### src/rtl/laser_pkg.sv
`default_nettype none
// ============================================================================
// Module      : laser_pkg
// Description : Shared constants, coordinate type, FSM encoding and distance
//               helper for the laser host.
// Revision    : 1.0 - initial release
// ============================================================================
package laser_pkg;

   localparam int NUM_PTS   = 40;
   localparam int RADIUS_SQ = 16;

   typedef logic [3:0] coord_t;

   typedef enum logic [2:0] {
      ST_IDLE      = 3'd0,
      ST_STREAM    = 3'd1,
      ST_WAIT_DONE = 3'd2,
      ST_SCORE     = 3'd3,
      ST_REPORT    = 3'd4
   } state_t;

   // Squared absolute difference; the compare keeps 0/15 free of wrap.
   function automatic logic [7:0] sq_diff(input coord_t a, input coord_t b);
      logic [3:0] d;
      d = (a >= b) ? (a - b) : (b - a);
      return {4'd0, d} * {4'd0, d};
   endfunction

endpackage
`default_nettype wire

### src/rtl/laser_dist_chk.sv
`default_nettype none
// ============================================================================
// Module      : laser_dist_chk
// Description : Flags a point lying inside (or on) either of two circles.
// Revision    : 1.0 - initial release
// ============================================================================
module laser_dist_chk #(
   parameter int RADIUS_SQ = laser_pkg::RADIUS_SQ
) (
   input  logic [3:0] px,
   input  logic [3:0] py,
   input  logic [3:0] ax,
   input  logic [3:0] ay,
   input  logic [3:0] bx,
   input  logic [3:0] by,
   output logic       hit
);
   import laser_pkg::*;

   localparam logic [8:0] c_rsq = 9'(RADIUS_SQ);

   logic [8:0] w_da;
   logic [8:0] w_db;

   assign w_da = {1'b0, sq_diff(px, ax)} + {1'b0, sq_diff(py, ay)};
   assign w_db = {1'b0, sq_diff(px, bx)} + {1'b0, sq_diff(py, by)};
   assign hit  = (w_da <= c_rsq) || (w_db <= c_rsq);

endmodule
`default_nettype wire

### src/rtl/laser_host.sv
`default_nettype none
// ============================================================================
// Module      : laser_host
// Description : Streams stored points to the laser solver, waits for its
//               circle centres and scores how many points they cover.
//               Optional best-run tracking: LASER_HOST_BEST_TRACK_EN.
// Revision    : 1.0 - initial release
// ============================================================================
module laser_host #(
   parameter int NUM_PTS     = laser_pkg::NUM_PTS,
   parameter int RADIUS_SQ   = laser_pkg::RADIUS_SQ,
   parameter int TIMEOUT_CYC = 4096
) (
   input  logic       CLK,
   input  logic       RST,
   input  logic       LD_VALID,
   input  logic [5:0] LD_ADDR,
   input  logic [3:0] LD_X,
   input  logic [3:0] LD_Y,
   input  logic       START,
   output logic [3:0] X,
   output logic [3:0] Y,
   input  logic [3:0] C1X,
   input  logic [3:0] C1Y,
   input  logic [3:0] C2X,
   input  logic [3:0] C2Y,
   input  logic       DONE,
   output logic       BUSY,
   output logic       RESULT_VALID,
   output logic [5:0] COVER,
   output logic [3:0] R1X,
   output logic [3:0] R1Y,
   output logic [3:0] R2X,
   output logic [3:0] R2Y,
   output logic       TIMEOUT
`ifdef LASER_HOST_BEST_TRACK_EN
   ,
   output logic [5:0] BEST_COVER,
   output logic       BEST_NEW
`endif
);
   import laser_pkg::*;

   localparam int              TW        = $clog2(TIMEOUT_CYC + 1);
   localparam logic [5:0]      c_last    = 6'(NUM_PTS - 1);
   localparam logic [TW-1:0]   c_to_last = TW'(TIMEOUT_CYC - 1);

   coord_t        r_mem_x [0:NUM_PTS-1];
   coord_t        r_mem_y [0:NUM_PTS-1];
   state_t        r_state;
   logic [5:0]    r_idx;
   logic [TW-1:0] r_wait;
   coord_t        r_x, r_y, r_r1x, r_r1y, r_r2x, r_r2y;
   logic          r_busy, r_result_valid, r_timeout;
   logic [5:0]    r_cover;
   logic          w_ld_ok, w_fwd0, w_hit;
   logic [5:0]    w_cover_nxt;
`ifdef LASER_HOST_BEST_TRACK_EN
   logic [5:0]    r_best;
   logic          r_best_new;
`endif

   // Writes only land in IDLE so the memory is frozen for a whole run.
   assign w_ld_ok     = LD_VALID && (LD_ADDR <= c_last) && (r_state == ST_IDLE);
   assign w_fwd0      = w_ld_ok && (LD_ADDR == 6'd0);
   assign w_cover_nxt = r_cover + {5'd0, w_hit};

   always_ff @(posedge CLK) begin
      if (w_ld_ok) begin
         r_mem_x[LD_ADDR] <= LD_X;
         r_mem_y[LD_ADDR] <= LD_Y;
      end
   end

   laser_dist_chk #(.RADIUS_SQ(RADIUS_SQ)) u_dist (
      .px (r_mem_x[r_idx]),
      .py (r_mem_y[r_idx]),
      .ax (r_r1x),
      .ay (r_r1y),
      .bx (r_r2x),
      .by (r_r2y),
      .hit(w_hit)
   );

   always_ff @(posedge CLK or posedge RST) begin
      if (RST) begin
         r_state        <= ST_IDLE;
         r_idx          <= 6'd0;
         r_wait         <= '0;
         r_x            <= 4'd0;
         r_y            <= 4'd0;
         r_r1x          <= 4'd0;
         r_r1y          <= 4'd0;
         r_r2x          <= 4'd0;
         r_r2y          <= 4'd0;
         r_busy         <= 1'b0;
         r_result_valid <= 1'b0;
         r_timeout      <= 1'b0;
         r_cover        <= 6'd0;
`ifdef LASER_HOST_BEST_TRACK_EN
         r_best         <= 6'd0;
         r_best_new     <= 1'b0;
`endif
      end else begin
         r_result_valid <= 1'b0;
`ifdef LASER_HOST_BEST_TRACK_EN
         r_best_new     <= 1'b0;
`endif
         case (r_state)
            ST_IDLE: begin
               if (START) begin
                  // Forward a same-cycle write to point 0 into the first beat.
                  r_state <= ST_STREAM;
                  r_busy  <= 1'b1;
                  r_idx   <= 6'd0;
                  r_x     <= w_fwd0 ? LD_X : r_mem_x[0];
                  r_y     <= w_fwd0 ? LD_Y : r_mem_y[0];
               end
            end
            ST_STREAM: begin
               if (r_idx == c_last) begin
                  r_state <= ST_WAIT_DONE;
                  r_idx   <= 6'd0;
                  r_wait  <= '0;
                  r_x     <= 4'd0;
                  r_y     <= 4'd0;
               end else begin
                  r_idx <= r_idx + 6'd1;
                  r_x   <= r_mem_x[r_idx + 6'd1];
                  r_y   <= r_mem_y[r_idx + 6'd1];
               end
            end
            ST_WAIT_DONE: begin
               if (DONE) begin
                  r_state   <= ST_SCORE;
                  r_r1x     <= C1X;
                  r_r1y     <= C1Y;
                  r_r2x     <= C2X;
                  r_r2y     <= C2Y;
                  r_timeout <= 1'b0;
                  r_cover   <= 6'd0;
                  r_idx     <= 6'd0;
               end else if (r_wait == c_to_last) begin
                  r_state        <= ST_REPORT;
                  r_timeout      <= 1'b1;
                  r_cover        <= 6'd0;
                  r_result_valid <= 1'b1;
               end else begin
                  r_wait <= r_wait + 1'b1;
               end
            end
            ST_SCORE: begin
               r_cover <= w_cover_nxt;
               if (r_idx == c_last) begin
                  r_state        <= ST_REPORT;
                  r_result_valid <= 1'b1;
`ifdef LASER_HOST_BEST_TRACK_EN
                  if (w_cover_nxt > r_best) begin
                     r_best     <= w_cover_nxt;
                     r_best_new <= 1'b1;
                  end
`endif
               end else begin
                  r_idx <= r_idx + 6'd1;
               end
            end
            ST_REPORT: begin
               r_state <= ST_IDLE;
               r_busy  <= 1'b0;
            end
            default: r_state <= ST_IDLE;
         endcase
      end
   end

   assign X            = r_x;
   assign Y            = r_y;
   assign BUSY         = r_busy;
   assign RESULT_VALID = r_result_valid;
   assign COVER        = r_cover;
   assign R1X          = r_r1x;
   assign R1Y          = r_r1y;
   assign R2X          = r_r2x;
   assign R2Y          = r_r2y;
   assign TIMEOUT      = r_timeout;
`ifdef LASER_HOST_BEST_TRACK_EN
   assign BEST_COVER   = r_best;
   assign BEST_NEW     = r_best_new;
`endif

endmodule
`default_nettype wire

### config.mk
export PLATFORM = sky130hd
export DESIGN_NAME = laser_host
export DESIGN_NICKNAME = d
export VERILOG_FILES = /design/src/rtl/laser_pkg.sv /design/src/rtl/laser_dist_chk.sv /design/src/rtl/laser_host.sv
export SDC_FILE = /design/constraint.sdc
export NUM_CORES = 1
export LEC_CHECK = 0
export CORE_MARGIN = 1.5
export CORE_UTILIZATION = 65
export DETAILED_ROUTE_END_ITERATION = 8
export DONT_BUFFER_PORTS = 1
export PLACE_DENSITY = 0.81
export SYNTH_ARGS = -nofsm -noshare
export SYNTH_HDL_FRONTEND = slang
export SYNTH_SLANG_ARGS = --single-unit
### constraint.sdc
create_clock -name CLK -period 12.49 [get_ports CLK]
set_clock_uncertainty 0.2 [all_clocks]
set_input_delay 2.498 -clock CLK [delete_from_list [all_inputs] [get_ports CLK]]
set_output_delay 2.498 -clock CLK [all_outputs]
set_load 0.01 [all_outputs]
==> impl_metrics.csv, run 1 <==
group,metric,value,unit
cts,cts_buffers,39,
yosys,yosysTopAreaCellShare,47.69,%
routing,wirelength,49050,µm
floorplanning,die_w,179.1,µm
critical_path,max_stage_delay,1010,ps
yosys,synth.avg_cell_area,15.42,µm²
yosys,synthAdderAreaFrac,7.079,%
floorplanning,rows,64,
cts,clock_sinks,375,
yosys,synth-xor-area-share,0.9129,%
routing,vias_per_cell,7.210,
yosys,synth_most_common_cell,"edfxtp_1",
routing,first_pass_iters,5,
global_routing,grt_pass1_wl,75440,µm
final_layout,fin_util,70.82,%
cts,cts_resized,0,
cts,clkSlewWorstSetupHoldPaths,60,ps
place,dp_hpwl,33250,µm
critical_path,slowest_stage,"dfrtp_4",
yosys,syn_area,0.02015,mm²
yosys,seq_area_frac_synth,54.52,%
yosys,yosysWarnings,0,
critical_path,criticalPathCategory,"flop to flop",
timing,worst_pin_slew,1293,ps
min_path,hp-start,"r_wait[11]$_DFFE_PP0P_",
global_routing,track_usage,32.24,%
yosys,synth_common_cells,"edfxtp_1, mux4_2, nor2_1, inv_1, nand2_1",
timing,fin_crit,9942,ps
yosys,synth.area.top_cells,"edfxtp_1, mux4_2, dfrtp_1, ha_1, fa_1",
final_layout,drive_gt1_share,21.56,%
yosys,synth-compound-area-share,5.732,%
floorplanning,die_area,0.03206,mm²
floorplanning,die_h,179.1,µm
floorplanning,core-area,0.03059,mm²
routing,wire_per_inst,28.55,µm
timing,fin_ws,2548,ps
place,port_buffers,0,
cts,cts_setup_buffers,0,
critical_path,end_kind,"flop",
run,max_cap_violations,0,
yosys,synth_simple_gate_area_share,6.241,%
timing,finalHoldViolCount,0,
place,dp.cells,1647,
yosys,synth_cell_types,60,
routing,initialDrtViolationCount,1906,
critical_path,path_common_cell,"fa_1",
routing,vias,12390,
critical_path,r2r_start,"r_idx[1]$_DFFE_PP0P_",
yosys,synth_nets,1438,
cts,postCtsHoldBufs,0,
final_layout,diodes,0,
cts,cts-root-buf,"clkbuf_16",
yosys,synth_edf_count,320,
yosys,synth_top_area_cell,"edfxtp_1",
place,pre_cts_ws,2578,ps
cts,cts_tree,"done",
yosys,synthArstFlopShare,14.67,%
final_layout,instances_no_fill,1718,
timing,finalSetupViolCount,0,
critical_path,cp.arrival,10150,ps
yosys,synth_top_family_by_area,"multiplexers",
cts,clk_latency,540,ps
floorplanning,io_pins,68,
timing,rsz0062_at_grt,"no",
timing,max_freq,100.6,MHz
yosys,synthCells,1307,
status,status,"finished, final reports clean",
routing,antenna_left,0,
final_layout,area_growth,7.520,%
timing,fin_crit_sh,79.60,%
yosys,synthMuxAreaShare,22.25,%
yosys,ys_seq_elements,375,
critical_path,cp.required,12690,ps
min_path,hp-class,"flop to flop",
floorplanning,start_util,65.87,%
global_routing,grt_start_max_net_pins,122,
global_routing,grt_remaining_overflow,0,
timing,drv_slew,0,
cts,clock_path_buffers,3,
critical_path,start_kind,"flop",
cts,h-tree-depth,2,
place,place.gp.congestion,0.9616,
yosys,synthFlopType,"edfxtp_1",
timing,slew_headroom,11.57,%
critical_path,critPathLaunch,"r_idx[1]$_DFFE_PP0P_",
routing,drcViolationCount,0,
final_layout,nets,1423,
global_routing,antenna_found_initial,0,
critical_path,path_max_fanout,46,
global_routing,grt_pass1_vias,12500,
timing,finalSetupTns,0,ps
==> kinds of logic after synthesis <==
family,after synthesis
adders and majority gates,96
and+or+nand+nor,257
xor gates and xnor gates,21
DFF,375
AOI/OAI and AO/OA,183
buffers and inverters,149
muxes,226
==> placed cells by master (no fill, tap or decap), types with 7 or more instances in the layout <==
master / instances
nand2_1: 68
a211o_1: 7
dfrtp_1: 53
clkinv_2: 10
clkbuf_16: 39
a31oi_1: 11
edfxtp_1: 320
ha_1: 65
nor3_1: 9
o211ai_1: 10
nand2b_1: 11
buf_4: 9
a21o_1: 15
inv_1: 74
clkinv_1: 10
inv_2: 7
nand3_1: 17
mux2_2: 10
or2_2: 8
fa_1: 30
a21oi_1: 48
o21ai_0: 52
nor4_1: 12
mux4_2: 175
nor2_1: 84
nor2b_1: 11
xor2_1: 15
mux2i_1: 38
==> flip-flops by register name, summed over array words and instances, names as in the netlist <==
register and cells:
r_mem_x 160, r_mem_y 160, r_wait 13, COVER 6, r_idx 6, R1X 4
R1Y 4, R2X 4, R2Y 4, X 4, Y 4, r_state 3
BUSY 1, RESULT_VALID 1, TIMEOUT 1
==> stage by stage <==
| stage | cell area [µm²] | hold WS, ps |
|---|---|---|
| 2_1_floorplan | 20150 | 267.2 |
| 3_3_place_gp | 20450 | 280.7 |
| 3_5_place_dp | 20450 | 283.4 |
| 4_1_cts | 21660 | 294.4 |
| 5_1_grt | 21660 | 321.6 |
| 6_report | 21660 | 297.9 |
==> layout make-up <==
cell class / instances / area, µm²
Clock buffer: 45 / 998.5
Clock inverter: 26 / 219.0
Fill cell: 1895 / 8926
Inverter: 82 / 307.8
Multi-Input combinational cell: 783 / 8542
Sequential cell: 375 / 10990
Tap cell: 396 / 495.5
Timing Repair Buffer: 11 / 107.6
==> critical path, delay by kind of cell (launching register included) <==
family,cells,cell delay (ps)
adder cells (fa/ha/maj),8,3250
multiplexers,4,1680
flip-flops,1,1010
AND/OR/NAND/NOR,4,670
XOR/XNOR,2,520
AO/OA/AOI/OAI,8,1800
buffers and inverters,4,630
==> final timing paths <==
check	end	slack, ps	cells after the start
setup / recovery	COVER[5]$_DFFE_PP0P_	2550	30
hold / removal	r_wait[12]$_DFFE_PP0P_	300	1
setup reg to reg	COVER[5]$_DFFE_PP0P_	2550	30
hold reg to reg	r_wait[12]$_DFFE_PP0P_	300	1
max in group asynchronous	r_idx[1]$_DFFE_PP0P_	9530	2
min in group asynchronous	r_wait[6]$_DFFE_PP0P_	1620	1
==> per-layer routing <==
metal	wire, µm	global-route usage [%]	up-vias
li1	-	-	5103
met5	0	0	-
met3	4783	5.259	141
met1	17770	43.12	6293
met4	2424	14.20	0
met2	24080	52.83	849
Power of run 1 is not shown: default switching activity piles up to over one toggle a cycle in this logic, so the estimate is an artifact.
==> run 2, diff against run 1 <==
--- a/config.mk
+++ b/config.mk
@@ -6,10 +6,10 @@
 export NUM_CORES = 1
 export LEC_CHECK = 0
 export CORE_MARGIN = 1.5
-export CORE_UTILIZATION = 65
+export CORE_UTILIZATION = 64
 export DETAILED_ROUTE_END_ITERATION = 8
 export DONT_BUFFER_PORTS = 1
-export PLACE_DENSITY = 0.81
+export PLACE_DENSITY = 0.8
 export SYNTH_ARGS = -nofsm -noshare
 export SYNTH_HDL_FRONTEND = slang
 export SYNTH_SLANG_ARGS = --single-unit
==> constraint.sdc (replaced) <==
create_clock -name CLK -period 10.08 [get_ports CLK]
set_clock_uncertainty 0.2 [all_clocks]
set_input_delay 2.016 -clock CLK [delete_from_list [all_inputs] [get_ports CLK]]
set_output_delay 2.016 -clock CLK [all_outputs]
set_load 0.01 [all_outputs]
==> impl_metrics.csv, run 2 (synthesis gave the netlist of run 1 again) <==
group,metric,value,unit
status,status,"finished, violations left",
status,violations,"DRC",
timing,slew_headroom,20.74,%
cts,clk_latency,530,ps
routing,vias,12410,
critical_path,r2r-end,"COVER[5]$_DFFE_PP0P_",
routing,first_pass_iters,7,
cts,cts-root-buf,"clkbuf_16",
final_layout,area_growth,7.887,%
critical_path,timing.reg2reg.setup_slack,640,ps
place,place.gp.congestion,0.9145,
routing,vias_per_cell,7.208,
cts,h-tree-depth,2,
cts,cts_resized,0,
critical_path,end_kind,"flop",
critical_path,path_max_fanout,46,
final_layout,drive_gt1_share,21.64,%
critical_path,reg2reg_depth,29,
global_routing,grt_pass1_wl,75540,µm
cts,cts_tree,"done",
floorplanning,rows,64,
run,max_cap_violations,0,
floorplanning,die_area,0.03256,mm²
place,port_buffers,0,
place,dp_hpwl,33510,µm
critical_path,max_stage_delay,950,ps
floorplanning,io_pins,68,
floorplanning,die_w,180.4,µm
timing,worst_pin_slew,1184,ps
timing,finalHoldViolCount,0,
global_routing,grt_pass1_vias,12480,
final_layout,reg_top3,"r_mem_x: 160 flops, r_mem_y: 160 flops, r_wait: 13 flops",
final_layout,final_common_cell,"edfxtp_1",
cts,clock_sinks,375,
final_layout,diodes,0,
global_routing,antenna_found_initial,0,
critical_path,cp.arrival,9640,ps
cts,cts_buffers,39,
timing,rsz0062_at_grt,"no",
critical_path,cp-endpoint,"COVER[5]$_DFFE_PP0P_",
timing,drv_slew,0,
timing,max_freq,106.0,MHz
global_routing,track_usage,30.96,%
routing,wirelength,48980,µm
cts,clkSlewWorstSetupHoldPaths,60,ps
floorplanning,die_h,180.4,µm
min_path,hp-start,"r_wait[11]$_DFFE_PP0P_",
timing,finalSetupViolCount,0,
timing,fin_crit_sh,93.63,%
critical_path,slowest_stage,"dfrtp_4",
cts,postCtsHoldBufs,0,
critical_path,critPathLaunch,"r_idx[0]$_DFFE_PP0P_",
critical_path,criticalPathCategory,"flop to flop",
final_layout,final_cell_mix,"edfxtp_1, mux4_2, nor2_1, inv_1, nand2_1",
critical_path,r2r_start,"r_idx[0]$_DFFE_PP0P_",
critical_path,path_common_cell,"fa_1",
min_path,hp-class,"flop to flop",
global_routing,grt_start_max_net_pins,59,
floorplanning,start_util,65.52,%
routing,wire_per_inst,28.45,µm
cts,clock_path_buffers,3,
floorplanning,core-area,0.03075,mm²
cts,cts_setup_buffers,0,
timing,finalSetupTns,0,ps
global_routing,grt_remaining_overflow,0,
routing,drcViolationCount,10,
routing,initialDrtViolationCount,1303,
critical_path,start_kind,"flop",
routing,antenna_left,0,
final_layout,fill_cells,1933,
final_layout,nets,1431,
final_layout,fin_util,70.69,%
timing,fin_crit,9437,ps
critical_path,cp.required,10280,ps
## run 2: metrics by stage
| stage | cell area [µm²] | std cells | setup WS (ps) | hold slack [ps] |
|---|---|---|---|---|
| floorplan | 20150 | 1307 | 1805 | 267.2 |
| detailed placement | 20540 | 1654 | 542.1 | 293.0 |
| global placement | 20540 | 1654 | 766.4 | 286.4 |
| finish | 21740 | 1722 | 642.6 | 303.7 |
| global route | 21740 | 1722 | 49.17 | 337.1 |
| CTS | 21710 | 1721 | 515.4 | 303.4 |
## run 2: worst max-delay path, delay by kind of cell (launching register included)
kind            cells  cell delay, ps
simple gates        4             700
flops               1             950
compound gates      8            1910
fa+ha+maj           8            3220
xor+xnor            1             170
mux                 4            1560
buf+inv             4             560
## run 2: final cells by class
cell class              instances  area [µm²]  share of cell area, %
flip-flops and latches        375       10990                  50.57
multi-input cells             783        8542                  39.30
clock buffers                  53        1028                  4.731
well taps                     396       495.5                  2.279
inverters                      82       307.8                  1.416
repair buffers                 19       225.2                  1.036
clock inverters                14       145.1                 0.6677
## run 2: metal layers
| layer | part of all wire, % | track usage (%) | vias to the layer above | wire [µm] |
|---|---|---|---|---|
| li1 | - | - | 5125 | - |
| met1 | 38 | 41.53 | 6348 | 18560 |
| met2 | 49 | 50.40 | 787 | 23860 |
| met3 | 8.8 | 5.821 | 152 | 4289 |
| met4 | 4.6 | 13.28 | 0 | 2276 |
| met5 | 0 | 0 | - | 0 |
## run 2: worst min path at each step
stage                                   endpoint  cells after the start
after floorplan           r_wait[12]$_DFFE_PP0P_                      1
after global placement     r_wait[1]$_DFFE_PP0P_                      2
after detailed placement  r_wait[12]$_DFFE_PP0P_                      1
after CTS                 r_wait[12]$_DFFE_PP0P_                      1
after global routing      r_wait[12]$_DFFE_PP0P_                      1
final                     r_wait[12]$_DFFE_PP0P_                      1
Power of run 2 is left out for the same reason.
==> run 3, diff against run 2 <==
--- a/config.mk
+++ b/config.mk
@@ -10,6 +10,7 @@
 export DETAILED_ROUTE_END_ITERATION = 8
 export DONT_BUFFER_PORTS = 1
 export PLACE_DENSITY = 0.8
+export SKIP_LAST_GASP = 1
 export SYNTH_ARGS = -nofsm -noshare
 export SYNTH_HDL_FRONTEND = slang
 export SYNTH_SLANG_ARGS = --single-unit
==> results of run 3 <==
The final DEF is identical to that of run 2; final timing and power are the same.
Power of run 3 is left out for the same reason.
